## src/rtl/biu_constants_pkg.sv

```systemverilog
// Shared bus-interface types: access size and arbiter owner/state encoding.
package biu_constants_pkg;

  typedef enum logic [1:0] {
    BYTE = 2'd0,
    HALF = 2'd1,
    WORD = 2'd2
  } biu_size_t;

  typedef enum logic [1:0] {
    OWN_NONE = 2'd0,
    OWN_IM   = 2'd1,
    OWN_DM   = 2'd2
  } biu_arb_owner_t;

endpackage

```

## src/rtl/biu_arb.sv

```systemverilog
// Two-master bus arbiter: instruction and data requesters share one memory bus,
// one transaction outstanding, data favoured with a starvation bound for instructions.
module biu_arb
  import biu_constants_pkg::*;
#(
  parameter int XLEN         = 32,
  parameter int STARVE_LIMIT = 4,
  parameter int TIMEOUT      = 255
) (
  input  logic            clk,
  input  logic            rst,
  input  logic            im_req,
  input  logic [XLEN-1:0] im_adr,
  output logic            im_ack,
  output logic            im_err,
  output logic [XLEN-1:0] im_q,
  input  logic            dm_req,
  input  logic [XLEN-1:0] dm_adr,
  input  logic [XLEN-1:0] dm_d,
  input  logic            dm_we,
  input  biu_size_t       dm_size,
  output logic            dm_ack,
  output logic            dm_err,
  output logic [XLEN-1:0] dm_q,
  output logic            mem_req,
  output logic [XLEN-1:0] mem_adr,
  output logic [XLEN-1:0] mem_d,
  output logic            mem_we,
  output biu_size_t       mem_size,
  input  logic            mem_ack,
  input  logic            mem_err,
  input  logic [XLEN-1:0] mem_q,
  output logic [1:0]      owner
);

  // Handshake: a requester holds req and its fields until it sees its ack or err;
  // the bus slave answers a held mem_req with one mem_ack/mem_err cycle. A single
  // cycle of ack/err completes the transfer; nothing depends on req falling.

  localparam int SW = (STARVE_LIMIT > 0) ? $clog2(STARVE_LIMIT + 1) : 1;
  localparam int BW = (TIMEOUT > 0) ? $clog2(TIMEOUT + 1) : 1;

  biu_arb_owner_t  state_q, state_d, grant;
  logic [SW-1:0]   starve_q;
  logic [BW-1:0]   busy_cnt_q;
  logic [XLEN-1:0] adr_q, d_q;
  logic            we_q;
  biu_size_t       size_q;
  logic            busy, timeout_hit;

  function automatic biu_arb_owner_t arb_pick(input logic im, input logic dm,
                                              input logic starved);
    biu_arb_owner_t pick;
    pick = OWN_NONE;
    if (dm && !(im && starved)) pick = OWN_DM;
    else if (im)                pick = OWN_IM;
    return pick;
  endfunction

  always_comb begin
    grant       = OWN_NONE;
    state_d     = state_q;
    busy        = (state_q != OWN_NONE);
    timeout_hit = (TIMEOUT != 0) && busy && !mem_ack && !mem_err &&
                  (busy_cnt_q == BW'(TIMEOUT - 1));
    case (state_q)
      OWN_NONE: begin
        grant   = arb_pick(im_req, dm_req, starve_q == SW'(STARVE_LIMIT));
        state_d = grant;
      end
      OWN_IM, OWN_DM: begin
        if (mem_ack || mem_err || timeout_hit) state_d = OWN_NONE;
      end
      default: state_d = OWN_NONE;
    endcase

    // Error wins over ack; strobes are held off while rst is asserted.
    im_ack = !rst && (state_q == OWN_IM) && mem_ack && !mem_err;
    im_err = !rst && (state_q == OWN_IM) && (mem_err || timeout_hit);
    dm_ack = !rst && (state_q == OWN_DM) && mem_ack && !mem_err;
    dm_err = !rst && (state_q == OWN_DM) && (mem_err || timeout_hit);
    im_q   = im_ack ? mem_q : '0;
    dm_q   = dm_ack ? mem_q : '0;

    mem_req  = busy && !rst;
    mem_adr  = mem_req ? adr_q : '0;
    mem_d    = mem_req ? d_q : '0;
    mem_we   = mem_req && we_q;
    mem_size = mem_req ? size_q : BYTE;
  end

  assign owner = state_q;

  always_ff @(posedge clk) begin
    if (rst) begin
      state_q    <= OWN_NONE;
      starve_q   <= '0;
      busy_cnt_q <= '0;
      adr_q      <= '0;
      d_q        <= '0;
      we_q       <= 1'b0;
      size_q     <= BYTE;
    end else begin
      state_q <= state_d;

      if (grant == OWN_DM) begin
        adr_q  <= dm_adr;
        d_q    <= dm_d;
        we_q   <= dm_we;
        size_q <= dm_size;
      end else if (grant == OWN_IM) begin
        adr_q  <= im_adr;
        d_q    <= '0;
        we_q   <= 1'b0;
        size_q <= WORD;
      end

      if (grant != OWN_NONE)                   busy_cnt_q <= '0;
      else if (busy && !mem_ack && !mem_err)   busy_cnt_q <= busy_cnt_q + 1'b1;

      // Counts data grants that overtook a waiting instruction fetch.
      if (grant == OWN_IM)
        starve_q <= '0;
      else if (grant == OWN_DM && im_req && starve_q != SW'(STARVE_LIMIT))
        starve_q <= starve_q + 1'b1;
      else if (state_q == OWN_NONE && !im_req)
        starve_q <= '0;
    end
  end

endmodule

```

## config.mk

```make
export PLATFORM = sky130hd
export DESIGN_NAME = biu_arb
export DESIGN_NICKNAME = d
export VERILOG_FILES = /design/src/rtl/biu_constants_pkg.sv /design/src/rtl/biu_arb.sv
export SDC_FILE = /design/constraint.sdc
export NUM_CORES = 1
export LEC_CHECK = 0
export CAP_MARGIN = 10
export CORE_MARGIN = 10
export CORE_UTILIZATION = 29
export DETAILED_ROUTE_END_ITERATION = 12
export GPL_TIMING_DRIVEN = 0
export PLACE_DENSITY = 0.66
export SETUP_SLACK_MARGIN = 0.1
export SYNTH_ARGS = -nofsm -noshare
export SYNTH_HDL_FRONTEND = slang
export SYNTH_SLANG_ARGS = --single-unit
export TNS_END_PERCENT = 20
```

## constraint.sdc

```tcl
create_clock -name clk -period 5.45 [get_ports clk]
set_input_delay 1.635 -clock clk [delete_from_list [all_inputs] [get_ports clk]]
set_output_delay 1.635 -clock clk [all_outputs]
set_load 0.03 [all_outputs]
```

==> results of run 1 <==
## what timing repair did
action	CTS	global route
setup buffers	0	0
gates resized for setup	40	11
setup endpoints to repair	127	56
gates cloned	0	0
## power groups by stage
stage	combinational [mW]	sequential (mW)	clock, mW
after floorplan	0.196	0.660	0
after global placement	0.379	0.663	0
after detailed placement	0.385	0.665	0
after CTS	0.387	0.653	0.669
after global routing	0.418	0.659	0.694
final	0.381	0.653	0.658
## metrics by stage
stage,worst slack [ps],util (%)
floorplan,1022,-
global placement,-395.3,50.13
detailed placement,-376.6,50.13
CTS,77.64,52.26
global route,-5.170,52.44
finish,145.0,52.46
## synthesized netlist by cell type (2+ instances only)
cell        n
o211ai_1    2
dfxtp_1    80
buf_2       4
a21oi_1    41
mux2i_1    34
inv_1       7
nand3_1     3
nor2b_1    34
and2_1    133
nor2_1     75
ha_1       10
or4_1       2
o31ai_1     2
nand2_1     6
or3_1       3
clkbuf_1   34
nand2b_1    7
a31oi_1     3
buf_1       3
nand4_1     3
o21ai_0     3
a211oi_1   34
## cells by family after synthesis
logic type	count (synthesis)
flops	80
buf+inv	48
simple gates	277
fa+ha+maj	10
xor+xnor	2
mux	34
compound gates	88
## critical path: stages
cell and delay [ps]:
clkdlybuf4s50_1 490, nand2b_1 220, nor2_2 260, clkbuf_2 250, and2_1 150, clkdlybuf4s50_1 670
## cell type report
cell class	count	share of cell area, %
flip-flops and latches	80	20.85
well taps	184	2.997
plain buffers	41	2.215
multi-input cells	411	33.76
clock inverters	3	0.8469
diodes	1	0.03257
inverters	7	0.3420
clock buffers	12	3.339
repair buffers	274	35.62
## state kept, by name (all words and copies together) (netlist names)
name	cells
adr_q	32
busy_cnt_q	8
d_q	32
owner	2
size_q	2
starve_q	3
we_q	1
## per-layer routing
metal  GRT usage [%]  vias up  wire [um]
met4           4.832        0        182
li1                -     2360          -
met5               0        -          0
met1           16.74     2212       7000
met3           7.529       14       1823
met2           29.90      207       8965
## worst paths after layout
kind                            cells past startpoint        end
worst max-delay path                                6   dm_q[27]
worst min-delay path                                2  adr_q[14]
worst max register to register                      9  adr_q[22]
worst min register to register                      2  adr_q[14]
## placed cells by master, fill, tap and decap left out, types with 26 or more instances in the layout
| cell | netlist | layout |
|---|---|---|
| dfxtp_1 | 80 | 80 |
| a211oi_1 | 34 | 34 |
| a21oi_1 | 41 | 41 |
| clkdlybuf4s50_1 | 0 | 236 |
| nor2_1 | 75 | 72 |
| nor2b_1 | 34 | 34 |
| and2_1 | 133 | 133 |
| clkbuf_1 | 34 | 26 |
| mux2i_1 | 34 | 34 |
| dlygate4sd2_1 | 0 | 27 |
==> summary.md, run 1 <==
| Metric | Value |
|---|---|
| Status | finished, final reports clean |
| Seq pwr share | 38.6% |
| Final Setup Violations | 0 |
| Slew margin rel. | 56.34% |
| FF/Latch Area | 0.001602 mm2 |
| Synth warnings | 0 |
| Mapped Area | 0.004368 mm2 |
| Clk_lat worst skew | 340 ps |
| Wire per inst | 17.74 um |
| Core ar. | 0.01464 mm2 |
| Fill count | 1409 |
| CTS buffer count | 9 |
| Final Hold Viols | 0 |
| Share of the synthesized area in the top cell type | 36.67% |
| Register area share after synthesis | 36.67% |
| Req. time, crit path | 3820 ps |
| Mux contribution to synthesized area | 7.791% |
| Die width | 142.7 um |
| Layout Skew | 8.861 ps |
| Vias in the first global route | 4941 |
| CP startpoint | mem_err |
| Count of clock tree sinks | 80 |
| Hold crit path type | flip-flop to flip-flop |
| Synthesized net count | 686 |
| Area of the multi-input gates | 0.002594 mm2 |
| Xor-xnor portion of the synthesized cell area | 0.4010% |
| DR vias | 4793 |
| First-pass GRT wire length | 26680 um |
| Routed vias/inst | 4.731 |
| Peak VDD IR | 148.5 uV |
| Synth area leaders | dfxtp_1 (37%), and2_1 (19%), mux2i_1 (7.8%), nor2_1 (6.4%), a211oi_1 (5.8%) |
| Static Leakage | 3.237 nW |
| Gr ovfl total | 0 |
| Fin. max-slew vios | 0 |
| H-tree depth | 3 |
| Cells after DPL | 997 |
| DRC errors left | 0 |
| Initial antenna violation count | 0 |
| IO buf count | 274 |
| Power Internal | 1.244 mW |
| Die Area | 0.02037 mm2 |
| Design Area, Final | 0.007682 mm2 |
| Layout cells sized above 1 | 4.227% |
| WHS | 479.7 ps |
| Critical Path Start Type | input pin |
| CP Class | input pin to primary output |
| Crit path DAT | 3670 ps |
| Primary FF master, synth | dfxtp_1 |
| Placed cell area | 0.007341 mm2 |
| CTS root buffer | clkbuf_16 |
| Post-Synth Adder-Cell Area | 2.865% |
| Worst Tran Pin Value | 655.0 ps |
| Switch Pwr | 0.4480 mW |
| Synth cell types | 38 |
| Post-Syn Instances | 539 |
| Fin nets | 971 |
| Clock power share | 38.9% |
| Total track usage | 16.54% |
| Remaining antenna violation count after routing | 0 |
| Pre-Repair DR Iteration Count | 4 |
| Max-cap violations | 0 |
| Routed WL | 17970 um |
| Hold_buf cts | 0 |
| Max clock buf depth | 2 |
| Compound-gate portion of the synthesized area | 12.52% |
| Die Ht | 142.7 um |
| Post-synth EDFFs | 0 |
| Async S/R FF share, synth | 0% |
| Most area-hungry cell type in the Yosys netlist | dfxtp_1 |
| Crit path max fanout | 10 |
| Critical path capture point type | primary output |
| Unrepaired setup endpoints after global routing | true |
| Setup TNS | 0 ps |
| Post-Syn Area per Cell | 8.104 um2 |
| Reg2reg setup slack | 2370 ps |
| Final GP Congestion | 0.8144 |
| Largest net degree at the start of global routing | 13 |
| Crit share post-route | 97.34% |
| Main combinational cell family by area after synthesis | simple AND/OR/NAND/NOR gates |
| Sw frac | 26.48% |
| Fin crit period | 5305 ps |
| Yosys reg bits | 80 |
| Area growth, synth to finish | 75.88% |
| # IOs | 275 |
| Fin cells | 1013 |
| Post-Synth Simple-Gate Area | 35.52% |
| Reg2reg start | owner[0] |
| Hold Crit Start | adr_q[14] |
| Gate power share | 22.5% |
| Pwr dens | 220.2 mW/mm2 |
| Initial DRC count | 165 |
| TritonCTS clock tree | yes |
| CTS clk-pin slew, worst paths | 60 ps |
| Post-DP HPWL | 14910 um |
| Starting Density | 29.83% |
| Overall power | 1.692 mW |
| Row Count | 44 |
| Max Fclk | 188.5 MHz |
Note: power is estimated with default switching activity, not from simulation.
==> run 2, diff against run 1 <==
- HOLD_SLACK_MARGIN: default -> 0.02
- REMOVE_ABC_BUFFERS: default -> 1
==> run 2 against run 1 <==
  * Count of clock-buffer cells in the layout is 2 lower
  * Maximum frequency grew 2.3%
  * Via count down 5.0%
  * Design area increased by 1.3%
  * Cell count decreased by 3.3%
  * Sequential share of layout area fell by 0.27 points
  * Wire length is 5.1% lower
  * Die area unchanged
  * Hold slack improved by 1.3 ps
  * Critical endpoint is now im_q[9]
  * Largest power group is now sequential cells
==> summary.md, run 2 (synthesis gave the netlist of run 1 again) <==
| Metric | Value |
|---|---|
| Status | finished, final reports clean (unchanged) |
| Worst Tran Pin Value | 687.7 ps (was 655.0 ps) |
| Layout Skew | 10.77 ps (was 8.861 ps) |
| Routed WL | 17060 um (was 17970 um) |
| Switch Pwr | 0.4559 mW (was 0.4480 mW) |
| Crit path DAT | 3550 ps (was 3670 ps) |
| Reg2reg start | owner[0] (unchanged) |
| Vias in the first global route | 4675 (was 4941) |
| Gr ovfl total | 0 (unchanged) |
| DR vias | 4553 (was 4793) |
| First-pass GRT wire length | 25270 um (was 26680 um) |
| CP Class | input pin to primary output (unchanged) |
| Final WS setup | 262.0 ps (was 145.0 ps) |
| Clock power share | 36.9% (was 38.9%) |
| Remaining antenna violation count after routing | 0 (unchanged) |
| Post-DP HPWL | 13220 um (was 14910 um) |
| Worst reg2reg endpoint | d_q[3] (was adr_q[22]) |
| Reg2reg setup slack | 2160 ps (was 2370 ps) |
| Pwr dens | 210.5 mW/mm2 (was 220.2 mW/mm2) |
| Total track usage | 15.65% (was 16.54%) |
| Unrepaired setup endpoints after global routing | false (was true) |
| N_diodes | 0 (was 1) |
| Final Hold Viols | 0 (unchanged) |
| Max clock buf depth | 2 (unchanged) |
| Power Internal | 1.183 mW (was 1.244 mW) |
| Max Fclk | 192.8 MHz (was 188.5 MHz) |
| Gate power share | 23.2% (was 22.5%) |
| Critical Path Start Type | input pin (unchanged) |
| Pre-Repair DR Iteration Count | 6 (was 4) |
| Worst r2r path cells | 10 (was 9) |
| CTS root buffer | clkbuf_16 (unchanged) |
| Hold Path End | adr_q[0] (was adr_q[14]) |
| Final GP Congestion | 0.7713 (was 0.8144) |
| Initial DRC count | 142 (was 165) |
| Area growth, synth to finish | 78.23% (was 75.88%) |
| Setup Slack @ Placement | -311.1 ps (was -376.6 ps) |
| Starting Density | 29.83% (unchanged) |
| Fin nets | 938 (was 971) |
| Count of clock tree sinks | 80 (unchanged) |
| Worst-path cell chain | buf_2, buf_12, nand2b_1, nor2_4, and2_1, clkdlybuf4s50_1 (was clkdlybuf4s50_1, nand2b_1, nor2_2, clkbuf_2, and2_1, clkdlybuf4s50_1) |
| Overall power | 1.639 mW (was 1.692 mW) |
| CTS clk-pin slew, worst paths | 60 ps (about the same) |
| Hold crit path type | flip-flop to flip-flop (unchanged) |
| Clk_lat worst skew | 350 ps (was 340 ps) |
| Slew margin rel. | 54.15% (was 56.34%) |
| Setup TNS | 0 ps (unchanged) |
| Req. time, crit path | 3820 ps (about the same) |
| Routed vias/inst | 4.646 (was 4.731) |
| CTS buffer count | 9 (unchanged) |
| Hold Path Depth | 2 (unchanged) |
| Wire per inst | 17.40 um (was 17.74 um) |
| Max-cap violations | 0 (unchanged) |
| Row Count | 44 (unchanged) |
| Slowest CP cell | clkdlybuf4s50_1 (unchanged) |
| Layout cells sized above 1 | 4.397% (was 4.227%) |
| Sw frac | 27.82% (was 26.48%) |
| Hold_buf cts | 0 (unchanged) |
| Commonest non-fill, non-tap cell in the layout | clkdlybuf4s50_1 (unchanged) |
| TritonCTS clock tree | yes (unchanged) |
| DRC errors left | 0 (unchanged) |
| Crit path max fanout | 49 (was 10) |
| Fin crit period | 5188 ps (was 5305 ps) |
| H-tree depth | 3 (unchanged) |
| # IOs | 275 (unchanged) |
| Fill count | 1346 (was 1409) |
| Largest regs | adr_q (32), d_q (32), busy_cnt_q (8) (unchanged) |
| Die Area | 0.02037 mm2 (unchanged) |
| Final core occ | 53.16% (was 52.46%) |
| Hold Crit Start | adr_q[0] (was adr_q[14]) |
| Seq pwr share | 39.8% (was 38.6%) |
| Peak VDD IR | 118.6 uV (was 148.5 uV) |
| Largest net degree at the start of global routing | 64 (was 13) |
| Core ar. | 0.01464 mm2 (unchanged) |
| Crit share post-route | 95.19% (was 97.34%) |
| Final Setup Violations | 0 (unchanged) |
| Die width | 142.7 um (unchanged) |
| Fin. max-slew vios | 0 (unchanged) |
| Static Leakage | 4.253 nW (was 3.237 nW) |
| Setup repair bufs after CTS | 0 (unchanged) |
| IO buf count | 274 (unchanged) |
| Critical path capture point type | primary output (unchanged) |
| Initial antenna violation count | 0 (unchanged) |
| Commonest non-fill, non-tap cells in the layout | clkdlybuf4s50_1 (181), and2_1 (133), dfxtp_1 (80), nor2_1 (72), dlymetal6s2s_1 (70) (was clkdlybuf4s50_1 (236), and2_1 (133), dfxtp_1 (80), nor2_1 (72), a21oi_1 (41)) |
| CP peak stage delay | 600 ps (was 670 ps) |
| Die Ht | 142.7 um (unchanged) |
## run 2: changes by cell type in the layout (fill, tap and decap cells not counted), moves of 3 or more
| cell | change |
|---|---|
| dlygate4sd2_1 | -5 |
| clkbuf_1 | -25 |
| clkbuf_2 | -9 |
| buf_2 | -3 |
| clkdlybuf4s50_1 | -55 |
| buf_12 | +3 |
| buf_1 | -3 |
| dlymetal6s2s_1 | +59 |
## run 2: metal layers
metal	track usage, %	vias to the layer above	wire (um)
met1	16.21	2039	6873
li1	-	2300	-
met4	5.212	0	285
met2	27.71	199	8228
met3	6.899	15	1669
met5	0	-	0
## run 2: layout make-up
type	instances	area (um2)	share of cell area (%)
timing repair buffer	281	3003	38.57
clock buffer	10	229.0	2.941
tap	184	230.2	2.957
inverter	7	26.28	0.3375
multi-input combinational	412	2630	33.78
clock inverter	6	65.06	0.8357
sequential	80	1602	20.57
## run 2: power groups by stage
stage	logic (mW)	registers, mW	clock network (mW)
floorplan	0.183	0.661	0
global placement	0.367	0.662	0
detailed placement	0.382	0.665	0
CTS	0.386	0.653	0.625
global route	0.417	0.658	0.648
finish	0.381	0.652	0.605
## run 2: worst max path at each step
| stage | from | end | slack, ps |
|---|---|---|---|
| 3_3_place_gp | rst | mem_req | -4700 |
| 3_5_place_dp | rst | im_q[5] | -310 |
| 2_1_floorplan | rst | mem_adr[0] | 30 |
| 5_1_grt | rst | dm_q[26] | 160 |
| 4_1_cts | rst | mem_adr[3] | 8 |
| 6_report | rst | im_q[9] | 260 |
## run 2: what timing repair did
| item | CTS | global route |
|---|---|---|
| gates resized for setup | 26 | 71 |
| setup endpoints to repair | 114 | 72 |
| cloned | 1 | 0 |
| hold endpoints to repair | 0 | 0 |
| pin swaps | 1 | 1 |
## run 2: critical path, delay by kind of cell
kind	cells	cell delay (ps)
AND/OR/NAND/NOR	3	460
buffers and inverters	3	1410
## run 2: metrics by stage
step	hold slack (ps)	cell area [um2]	std cells
global placement	463.8	7182	956
detailed placement	468.0	7302	962
CTS	482.1	7590	979
finish	481.0	7785	980
global route	496.4	7785	980
floorplan	447.4	4209	498
==> RTL change: new RTL, settings of run 1 <==
The parameter `STARVE_LIMIT` goes from 4 to 16.
--- a/src/rtl/biu_arb.sv
+++ b/src/rtl/biu_arb.sv
@@ -5,5 +5,5 @@
 #(
   parameter int XLEN         = 32,
-  parameter int STARVE_LIMIT = 4,
+  parameter int STARVE_LIMIT = 16,
   parameter int TIMEOUT      = 255
 ) (
Check against the original RTL: same outputs for any inputs over 4 cycles, from zero or initial values and one cycle with rst high; that may be too few to reach the edited logic, so the function may still have changed.
==> RTL change against run 1 <==
- routed wire length increased by 1.8%
- area after synthesis is 2.5% higher
- cell count is 1.5% higher
- synthesized cell count rose by 2.0%
- setup slack improved by 27 ps
- die area rose by 2.1%
- sequential power rose by 2%
- final area is 2.9% higher
- clock skew is essentially flat
- sequential cell count is 2 higher
- total power decreased by 0.73%
- utilization decreased by 0.25 points
- global-route usage shrank 0.17 points
==> RTL change: results (changes against run 1) <==
vias in the first global route 5,040 (was 4,941); Hold Startpoint busy_cnt_q[7] (was adr_q[14]); post-DR vias/cell 4.77 (was 4.73); largest net degree at the start of global routing 16 (was 13); nets@finish 982 (was 971); Placer Congestion 0.828 (was 0.814); metal3 WL 2.10 mm (was 1.82 mm); VDD IR max 0.144 mV (was 0.149 mV); RR Endpoint adr_q[23] (was adr_q[22]); DR iter-0 viols 173 (was 165); Netlist cell types 43 (was 38); Synth area leaders dfxtp_1, and2_1, mux2i_1, nor2_1, a211oi_1 (unchanged); Post-synth top cells and2_1, dfxtp_1, nor2_1 (unchanged); relative slew slack 0.627 (was 0.563); FILL cells 1,424 (was 1,409); sequential fraction of the synthesis area 0.367 (about the same); Hold Path Sink busy_cnt_q[7] (was adr_q[14]); Worst R2R Setup Slack 2330 ps (was 2370 ps); first-pass GRT wire length 27.0 mm (was 26.7 mm); DP Wirelength 14.9 mm (about the same); Total Routing Usage GR 0.164 (was 0.165); Synth Net Count 697 (was 686); status finished, final reports clean (unchanged); Worst Path Arrival 3640 ps (was 3670 ps); n_diodes 0 (was 1)
==> RTL change: changes by cell type in the layout (fill, tap and decap cells not counted), sizes merged, moves of 2 or more <==
cell and delta:
dlymetal6s2s +46, clkdlybuf4s50 -41, clkbuf -7, dlygate4sd2 -5, buf +4, nor2 +4
inv +3, nor4 +3, a221o +2, a31oi -2, a32o +2, dfxtp +2
nand2 +2, nor2b +2
==> RTL change: logic make-up (layout without fill, tap and decap cells) <==
logic type,count (synthesis),after routing,synth area share
muxes,34,34,0.0763
DFF,82,82,0.367
and+or+nand+nor,287,287,0.358
adders and majority gates,10,10,0.0280
xor gates and xnor gates,3,3,0.00587
buffers and inverters,47,337,0.0411
AOI/OAI and AO/OA,87,87,0.124
==> RTL change: per-layer routing <==
layer,vias to the layer above,track usage
li1,2407,-
met1,2246,0.171
met2,232,0.293
met3,15,0.0741
met4,0,0.0383
met5,-,0
==> RTL change: through the flow <==
stage | instance area [um2] | hold slack (ps) | worst slack, ps | cells | TNS, ps
final | 7910 | 476 | 172 | 1028 | 0
after global routing | 7910 | 499 | 59.6 | 1028 | 0
after CTS | 7760 | 481 | 51.0 | 1028 | 0
after detailed placement | 7450 | 471 | -368 | 1012 | -10920
after global placement | 7450 | 456 | -385 | 1012 | -9680
after floorplan | 4480 | 438 | 1020 | 550 | 0
==> RTL change: how the worst max path moves through the flow <==
stage          from           to  slack [ps]  depth (start not counted)
6_report        rst  mem_size[0]         170                          5
5_1_grt         rst    mem_d[25]          60                          5
4_1_cts         rst     mem_d[4]          50                          6
3_5_place_dp    rst     mem_d[4]        -370                          6
3_3_place_gp    rst     mem_d[3]        -390                          6
2_1_floorplan   rst     dm_q[22]        1020                          4
==> RTL change: power by group through the flow <==
stage	Combinational, uW	Sequential (uW)	Clock [uW]
floorplan	198	675	0
global placement	381	678	0
detailed placement	389	679	0
CTS	391	667	642
global route	424	673	664
finish	386	667	626
==> RTL change: final cells by class <==
| class | count | area (um2) | area share |
|---|---|---|---|
| Sequential cell | 82 | 1640 | 0.208 |
| Clock inverter | 6 | 68.8 | 0.00870 |
| Tap cell | 188 | 235 | 0.0297 |
| Inverter | 7 | 26.3 | 0.00332 |
| Buffer | 40 | 171 | 0.0217 |
| Multi-Input combinational cell | 421 | 2670 | 0.337 |
| Clock buffer | 10 | 239 | 0.0302 |
| Timing Repair Buffer | 274 | 2860 | 0.361 |
==> RTL change: what timing repair did <==
action	4_1_cts	5_1_grt
endpoints found under the setup margin	127	83
resized for setup	35	62
gates cloned	0	0
==> RTL change: critical path, cell delays in order <==
cell and delay, ps:
clkdlybuf4s50_1 530, nor2_4 220, clkbuf_1 360, and2_1 210, clkdlybuf4s50_1 680
